<file path="config.mk">
export PLATFORM = sky130hd
export DESIGN_NAME = cgra_kernel_launcher
export DESIGN_NICKNAME = d
export VERILOG_FILES = /design/src/rtl/cgra_pkg.sv /design/src/rtl/cgra_pc_gen.sv /design/src/rtl/cgra_kernel_launcher.sv
export SDC_FILE = /design/constraint.sdc
export NUM_CORES = 1
export LEC_CHECK = 0
export CAP_MARGIN = 25
export CORE_ASPECT_RATIO = 1.1
export CORE_MARGIN = 1
export CORE_UTILIZATION = 30
export CTS_CLUSTER_DIAMETER = 30
export DETAILED_ROUTE_END_ITERATION = 8
export PLACE_DENSITY = 0.6
export SYNTH_ARGS = -nofsm -noshare
export SYNTH_HDL_FRONTEND = slang
export SYNTH_SLANG_ARGS = --single-unit
</file>
<file path="constraint.sdc">
create_clock -name clk_i -period 3.2 [get_ports clk_i]
set_clock_uncertainty 0.2 [all_clocks]
set_input_delay 0.64 -clock clk_i [delete_from_list [all_inputs] [get_ports clk_i]]
set_output_delay 0.64 -clock clk_i [all_outputs]
set_load 0.1 [all_outputs]
</file>
<file path="src/rtl/cgra_pkg.sv">
// Shared types and sizing for the CGRA kernel launcher: FSM states and the
// kernel configuration word layout.
package cgra_pkg;

  localparam int N_COL               = 4;
  localparam int KMEM_WIDTH          = 16;
  localparam int KER_CONF_N_REG_LOG2 = 4;
  localparam int IMEM_N_LINES_LOG2   = 7;
  localparam int N_SLOTS_LOG2        = 1;

  // Bit bounds of the fields inside a kernel configuration word.
  localparam int KER_N_COL_MSB    = 15;
  localparam int KER_N_COL_LSB    = 12;
  localparam int RCS_IMEM_ADD_MSB = 11;
  localparam int RCS_IMEM_ADD_LSB = 5;
  localparam int RCS_N_INSTR_MSB  = 4;
  localparam int RCS_N_INSTR_LSB  = 0;

  localparam int N_INSTR_W = RCS_N_INSTR_MSB - RCS_N_INSTR_LSB + 1;

  typedef enum logic [2:0] {
    IDLE,
    FETCH,
    WAIT,
    CHECK,
    RUN,
    DONE
  } launcher_state_e;

  typedef struct packed {
    logic [KER_N_COL_MSB-KER_N_COL_LSB:0]       n_col;    // one-hot column mask
    logic [RCS_IMEM_ADD_MSB-RCS_IMEM_ADD_LSB:0] imem_add; // first instruction line
    logic [RCS_N_INSTR_MSB-RCS_N_INSTR_LSB:0]   n_instr;  // instruction count - 1
  } kmem_word_t;

endpackage

</file>
<file path="src/rtl/cgra_pc_gen.sv">
// Instruction-window program counter: loads the window start, then steps
// cyclically through n_instr+1 lines, frozen while stalled.
module cgra_pc_gen
  import cgra_pkg::*;
#(
  parameter int ADD_W = IMEM_N_LINES_LOG2,
  parameter int CNT_W = N_INSTR_W
) (
  input  logic             clk_i,
  input  logic             rst_ni,
  input  logic             load_i,
  input  logic             step_i,
  input  logic [ADD_W-1:0] start_addr_i,
  input  logic [CNT_W-1:0] n_instr_i,
  output logic [ADD_W-1:0] pc_o
);

  logic [CNT_W-1:0] idx_q;

  // NOTE: sequential state uses non-blocking (<=) so every flop samples
  // pre-edge values; blocking here would create order-dependent races.
  always_ff @(posedge clk_i or negedge rst_ni) begin
    if (!rst_ni) begin
      pc_o  <= '0;
      idx_q <= '0;
    end else if (load_i) begin
      pc_o  <= start_addr_i;
      idx_q <= '0;
    end else if (step_i) begin
      if (idx_q == n_instr_i) begin
        pc_o  <= start_addr_i;
        idx_q <= '0;
      end else begin
        // Address wraps naturally at 2^ADD_W.
        pc_o  <= pc_o + ADD_W'(1);
        idx_q <= idx_q + CNT_W'(1);
      end
    end
  end

endmodule

</file>
<file path="src/rtl/cgra_kernel_launcher.sv">
// Kernel launch control: fetch config word, wait for columns, sequence the
// instruction window until EXIT. Optional run counter: CGRA_LAUNCH_PERF_CNT_EN.
module cgra_kernel_launcher
  import cgra_pkg::*;
#(
  parameter int N_COL      = cgra_pkg::N_COL,
  parameter int KMEM_WIDTH = cgra_pkg::KMEM_WIDTH,
  parameter int KER_ID_W   = KER_CONF_N_REG_LOG2,
  parameter int IMEM_ADD_W = IMEM_N_LINES_LOG2,
  parameter int SLOT_W     = N_SLOTS_LOG2
) (
  input  logic                  clk_i,
  input  logic                  rst_ni,
  input  logic                  start_i,
  output logic                  start_ready_o,
  input  logic [KER_ID_W-1:0]   ker_id_i,
  input  logic [SLOT_W-1:0]     slot_i,
  output logic                  kmem_req_o,
  output logic [KER_ID_W-1:0]   kmem_addr_o,
  input  logic [KMEM_WIDTH-1:0] kmem_rdata_i,
  input  logic [N_COL-1:0]      col_free_i,
  output logic [N_COL-1:0]      col_en_o,
  input  logic                  stall_i,
  input  logic                  exit_i,
  output logic                  imem_rd_en_o,
  output logic [IMEM_ADD_W-1:0] imem_addr_o,
  output logic                  done_o,
  output logic                  err_o,
  output logic [SLOT_W-1:0]     done_slot_o,
  output logic [31:0]           perf_cnt_o
);

  launcher_state_e       state_q, state_d;
  logic [KER_ID_W-1:0]   id_q;
  logic [SLOT_W-1:0]     slot_q;
  kmem_word_t            cfg_q;
  logic                  err_q;
  logic [IMEM_ADD_W-1:0] pc;

  kmem_word_t            rd_word;
  logic                  accept;
  logic                  cols_ok;
  logic                  bad_kernel;

  assign rd_word    = kmem_word_t'(kmem_rdata_i);
  assign accept     = (state_q == IDLE) && start_i;
  assign cols_ok    = (N_COL'(cfg_q.n_col) & ~col_free_i) == '0;
  assign bad_kernel = (id_q == '0) || (rd_word.n_col == '0);

  always_ff @(posedge clk_i or negedge rst_ni) begin
    if (!rst_ni) begin
      state_q <= IDLE;
      id_q    <= '0;
      slot_q  <= '0;
      cfg_q   <= '0;
      err_q   <= 1'b0;
    end else begin
      state_q <= state_d;
      if (accept) begin
        id_q   <= ker_id_i;
        slot_q <= slot_i;
        err_q  <= 1'b0;
      end
      if (state_q == WAIT) begin
        cfg_q <= rd_word;
        err_q <= bad_kernel;
      end
    end
  end

  // NOTE: next state is defaulted to the current state before the case, so
  // every path assigns it and no latch is inferred.
  always_comb begin
    state_d = state_q;
    unique case (state_q)
      IDLE:    if (start_i) state_d = FETCH;
      FETCH:   state_d = WAIT;
      WAIT:    state_d = bad_kernel ? DONE : CHECK;
      CHECK:   if (cols_ok) state_d = RUN;
      RUN:     if (exit_i) state_d = DONE;
      DONE:    state_d = IDLE;
      default: state_d = IDLE;
    endcase
  end

  cgra_pc_gen #(
    .ADD_W (IMEM_ADD_W),
    .CNT_W (N_INSTR_W)
  ) u_pc_gen (
    .clk_i        (clk_i),
    .rst_ni       (rst_ni),
    .load_i       ((state_q == CHECK) && cols_ok),
    .step_i       ((state_q == RUN) && !stall_i),
    .start_addr_i (IMEM_ADD_W'(cfg_q.imem_add)),
    .n_instr_i    (cfg_q.n_instr),
    .pc_o         (pc)
  );

  // Outputs decode from state so an async reset releases columns at once.
  assign start_ready_o = (state_q == IDLE);
  assign kmem_req_o    = (state_q == FETCH);
  assign kmem_addr_o   = (state_q == FETCH) ? id_q : '0;
  assign col_en_o      = (state_q == RUN) ? N_COL'(cfg_q.n_col) : '0;
  assign imem_rd_en_o  = (state_q == RUN) && !stall_i;
  assign imem_addr_o   = (state_q == RUN) ? pc : '0;
  assign done_o        = (state_q == DONE) && !err_q;
  assign err_o         = (state_q == DONE) && err_q;
  assign done_slot_o   = (state_q == DONE) ? slot_q : '0;

`ifdef CGRA_LAUNCH_PERF_CNT_EN
  logic [31:0] perf_q;

  always_ff @(posedge clk_i or negedge rst_ni) begin
    if (!rst_ni) begin
      perf_q <= '0;
    end else if (accept) begin
      perf_q <= '0;
    end else if ((state_q == RUN) && (perf_q != '1)) begin
      perf_q <= perf_q + 32'd1;
    end
  end

  assign perf_cnt_o = perf_q;
`else
  assign perf_cnt_o = '0;
`endif

endmodule

</file>
# --- Yosys cells after proc, flatten, opt, wreduce, memory -nomap -nowiden ---
# Cells that the tools add are included.
word_totals:
  reg_bits: 37
  inputBits: 30
classes:
  n_addsub: 2
  n_eq_ne: 9
  mux: 17
  bitwise: 2
  reduce_logical: 15
op_table:
  columns: ["operator", "n"]
  rows:
  - ["$mux W7", 4]
  - ["$mux W5", 3]
  - ["$pmux W3 S5", 1]
  - ["$logic_not A4 Y1", 3]
  - ["$mux W3", 4]
  - ["$mux W4", 2]
  - ["$add A7 B1 Y7 const B", 1]
  - ["$eq A3 B2 Y1 const B", 2]
  - ["$eq A3 B3 Y1 const B", 2]
  - ["$ne A2 B2 Y1 const B", 3]
  - ["$add A5 B1 Y5 const B", 1]
  - ["$eq A5 B5 Y1", 1]
  - ["$logic_and A1 B1 Y1", 5]
  - ["$and A4 B4 Y4", 1]
  - ["$not A4 Y4", 1]
  - ["$reduce_bool A2 Y1", 2]
  - ["$eq A3 B1 Y1 const B", 1]
  - ["$logic_not A3 Y1", 1]
  - ["$mux W1", 3]
  - ["$reduce_and A3 Y1", 1]
  - ["$logic_not A1 Y1", 2]
  - ["$logic_or A1 B1 Y1", 1]

# --- Logic depth before layout (Yosys ltp) ---
depth:
  word_depth: 5
  ltp_mapped: 6
  mapped_depth_nobuf: 6

# --- Cells and area by module ---
# A second synthesis with hierarchy kept.
unflattened:
  cells_unflattened: 229
  hier_area_um2: 2279.7
modules_own_cells:
  columns: ["module", "n_inst", "cells_each", "area_per_inst_um2", "seq_area_each_um2"]
  rows:
  - ["cgra_kernel_launcher", 1, 130, 1483.9, 625.6]
  - ["cgra_pc_gen", 1, 99, 795.8, 300.3]

# --- Worst setup path after synthesis ---
# Ideal clock, no wire load.
synth_timing:
  path_type: "register to output"
  from: "reg state_q[0]"
  to: "out kmem_addr_o[0]"
  t_arrival_ns: 3.824
  t_required_ns: 2.360
  slack_ns: -1.464
  stages_incl_launch_ff: 5
  path_buffers: 1
  cell_sequence: "dfrtp_1 buf_2 inv_1 nor3_1 and2_1"
synth_via:
  elab_chain_len: 2
synth_rtl:
  columns: ["element", "line_no", "text"]
  rows:
  - ["start, declared", "cgra_kernel_launcher.sv:33", "launcher_state_e state_q, state_d;"]
  - ["start signal, assigned", "cgra_kernel_launcher.sv:58", "state_q <= state_d;"]
  - ["$eq A3 B1 Y1", null, null]
  - ["via kmem_req_o", "cgra_kernel_launcher.sv:18", "output logic kmem_req_o,"]
  - ["$mux W4", "cgra_kernel_launcher.sv:102", "assign kmem_addr_o = (state_q == FETCH) ? id_q : '0;"]
  - ["end, declared", "cgra_kernel_launcher.sv:19", "output logic [KER_ID_W-1:0] kmem_addr_o,"]
# The timed path passes the listed nets, and every way through them passes these cells.

# --- Worst setup path in the final report ---
layout_timing:
  from: "reg state_q[1]"
  to: "out imem_addr_o[5]"
layout_via:
  elab_chain_len: 2
layout_rtl:
  columns: ["element", "line_no", "text"]
  rows:
  - ["$eq A3 B3 Y1", "cgra_kernel_launcher.sv:105", "assign imem_addr_o = (state_q == RUN) ? pc : '0;"]
  - ["$mux W7", "cgra_kernel_launcher.sv:105", null]
  - ["end, declared", "cgra_kernel_launcher.sv:26", "output logic [IMEM_ADD_W-1:0] imem_addr_o,"]
# No other way between the ends.

==> results.md <==
* Status: finished, final reports clean
* Nets at 297
* Most common cell after layout, fill and taps aside: dfrtp_1
* Maximum Capacitance Violations at 0
* Worst-Skew Late Latency at 0.29 ns
* Die X-Extent at 83.6 um
* Clock share of power at 11.0%
* Cell Rows at 32
* DR pass1 iterations at 4
* Placement Cell Area at 2860 sq um
* Final Total Pwr at 2.79 mW
* Worst Setup EP: imem_addr_o[5]
* Crit path depth at 4
* # port buffers at 50
* Clock tree buffer depth at 2
* Yosys reg bits at 37
* Fin. Hold Viols at 0
* Synth Area per Inst at 10.3 sq um
* Pleak at 1.27 nW
* Worst R2R End: u_pc_gen.pc_o[5]
* Total gr overflow at 0
* Global-route usage over all layers at 12.5%
* Fmax at 0.357 GHz
* Vias at 1596
* Worst path top cell family by delay: simple AND/OR/NAND/NOR gates
* CTS tree: built
* CTS root buffer: clkbuf_8
* Most used DFF post-synth: dfrtp_1
* Post-synth EDFFs at 0
* Hold slack final at 0.248 ns
* Comb power frac at 56.8%
* Area grow syn2layout at 33.7%
* RSZ-0062 raised after global routing: false
* Syn Inst Count at 213
* Rel. slew slack at 41.8%
* Finished Cell Area at 2940 sq um
* Synthesized-area fraction occupied by and/or/nand/nor cells at 16.9%
* Worst path arrival time at 1.96 ns
* WS Path Type: flip-flop to primary output
* Xor/xnor cell area share of the yosys netlist at 2.79%
* Complex-gate fraction of the synthesized area at 10.3%
* DP HPWL at 3370 um
* Synth async-reset ratio at 100%
* Total negative setup slack at 0 ns
* Post-CTS Resized at 0
* # IOs at 83
* Placed cells at 343
* Slowest cell on the critical path: dfrtp_1
* Sink Count at 37
* Synth area leader: dfrtp_1
* Drt initial violations at 87
* P_int at 1.44 mW
* Vias in the first global route at 1611
* Buffers & Inverters on Critical Path at 2
* Reg-to-Reg Start: state_q[2]
* Worst Hold Class: primary input to asynchronous set/reset pin
* Period minus WS final at 2.80 ns
* Largest stage delay, worst path at 0.52 ns
* DRC viols at 0
* Crit. End Element: primary output
* Routed WL at 4400 um
* Critical path, cell by cell: inv_2 -> and3_1 -> and2_1 -> buf_12
* Post-synth cell types at 41
* Net Switching at 1.35 mW
* H-tree depth at 2
* Final std cells w/o fill at 351
* Die area at 7670 sq um
* Setup crit start kind: flip-flop
* Register area share after synthesis at 42.1%
* Top cell type's share of synthesized area at 42.1%
* CTS clock-pin slew for the worst setup and hold paths at 0.07 ns
* FF-to-FF setup slack at 0.95 ns
* Setup crit start: state_q[1]
* Worst-Margin Slew at 0.870 ns
* Mux share of post-synthesis cell area at 13.1%
* Num CTS Buffers at 5
* Yosys warning total at 0
* Hold Buf Count CTS at 0
* Via density at 4.55
* Antenna violations before repair at 0
* Main combinational cell family by area after synthesis: simple AND/OR/NAND/NOR gates
* Part of the power in registers at 32.2%
* Commonest non-fill, non-tap cells in the layout: dfrtp_1 (37), conb_1 (32), clkdlybuf4s50_1 (28)
* FF-to-FF path depth at 5
* Antenna viol nets, final at 0
* Fin. max-slew vios at 0
* Adder-cell share of the synthesized area at 1.14%
* Worst EP required at 2.36 ns
* Crit-path max FO at 13
* Mapped Area at 2200 sq um
* Effective utilization at floorplan at 31.2%
* First-pass GRT wire length at 7530 um
* Final worst-path cycle share at 87.6%
* # diodes at 0
* Wire per inst at 12.5 um
* Sw frac at 48.4%
* Power Density at 951 nW/um^2
* Setup Buffers After CTS at 0
* Proportion of layout cells with a drive suffix above 1 at 24.1%
* RePlAce Congestion at 0.750
* Synth area leaders: dfrtp_1 (42%), buf_4 (11%), mux2_2 (11%)
* Worst VDD drop at 0.326 mV
* Largest net degree at the start of global routing at 38
* Chip Height at 91.8 um
* Core ar. at 7050 sq um
* # setup viols final at 0
-- power by group through the flow --
stage / Combinational (mW) / Sequential (mW) / Clock (mW)
floorplan: 1.28 / 0.847 / 0
global placement: 1.58 / 0.910 / 0
detailed placement: 1.60 / 0.915 / 0
CTS: 1.60 / 0.906 / 0.323
global route: 1.71 / 0.945 / 0.341
finish: 1.59 / 0.901 / 0.307
-- metrics by stage --
step	utilization [%]	worst slack, ns
2_1_floorplan	-	-0.113
3_3_place_gp	40.5	0.470
3_5_place_dp	40.5	0.399
4_1_cts	41.7	0.380
5_1_grt	41.7	0.300
6_report	41.7	0.397
-- flip-flops by register name (all words and copies together) (netlist names) --
signal,count
cfg_q,16
err_q,1
id_q,4
slot_q,1
state_q,3
u_pc_gen.idx_q,5
u_pc_gen.pc_o,7
-- Yosys cell counts (all sizes together) (2+ instances only) --
| library cell | n |
|---|---|
| nand2 | 16 |
| o21ai | 12 |
| buf | 36 |
| dfrtp | 37 |
| ha | 2 |
| mux2 | 22 |
| o22ai | 3 |
| clkbuf | 3 |
| nand2b | 4 |
| xnor2 | 5 |
| a22o | 3 |
| nor3 | 4 |
| a22oi | 3 |
| xor2 | 2 |
| a21oi | 6 |
| nor4 | 2 |
| and4 | 2 |
| nand3 | 2 |
| mux2i | 4 |
| and3 | 5 |
| inv | 6 |
| nand4 | 2 |
| nor4b | 2 |
| nor2b | 3 |
| and2 | 17 |
-- cell families after synthesis --
logic type	Yosys count
flip-flops	37
AO/OA/AOI/OAI	33
AND/OR/NAND/NOR	62
XOR/XNOR	7
buffers and inverters	45
multiplexers	26
adder cells (fa/ha/maj)	2
other	1
-- layer usage --
layer	global-route usage, %	wire length, um	up-vias
li1	-	-	784
met1	16.2	1940	748
met2	19.2	2120	55
met3	3.69	233	9
met4	5.23	106	0
met5	0	0	-
-- final cells by class --
| type | instances | area [sq um] |
|---|---|---|
| fill | 711 | 4110 |
| multi-input combinational | 162 | 1130 |
| sequential | 37 | 926 |
| clock inverter | 2 | 10.0 |
| inverter | 6 | 22.5 |
| tap | 85 | 106 |
| timing repair buffer | 53 | 666 |
| clock buffer | 6 | 72.6 |
-- worst min path at each step --
stage / startpoint / end / slack, ns / cells after the start
after detailed placement: slot_q / slot_q / 0.29 / 1
final: rst_ni / cfg_q[6] / 0.25 / 1
after floorplan: rst_ni / cfg_q[0] / 0.14 / 0
after global placement: cfg_q[10] / u_pc_gen.pc_o[5] / 0.27 / 1
after CTS: rst_ni / cfg_q[6] / 0.27 / 1
after global routing: rst_ni / u_pc_gen.pc_o[2] / 0.31 / 1
Power figures use the tool's default switching activity.
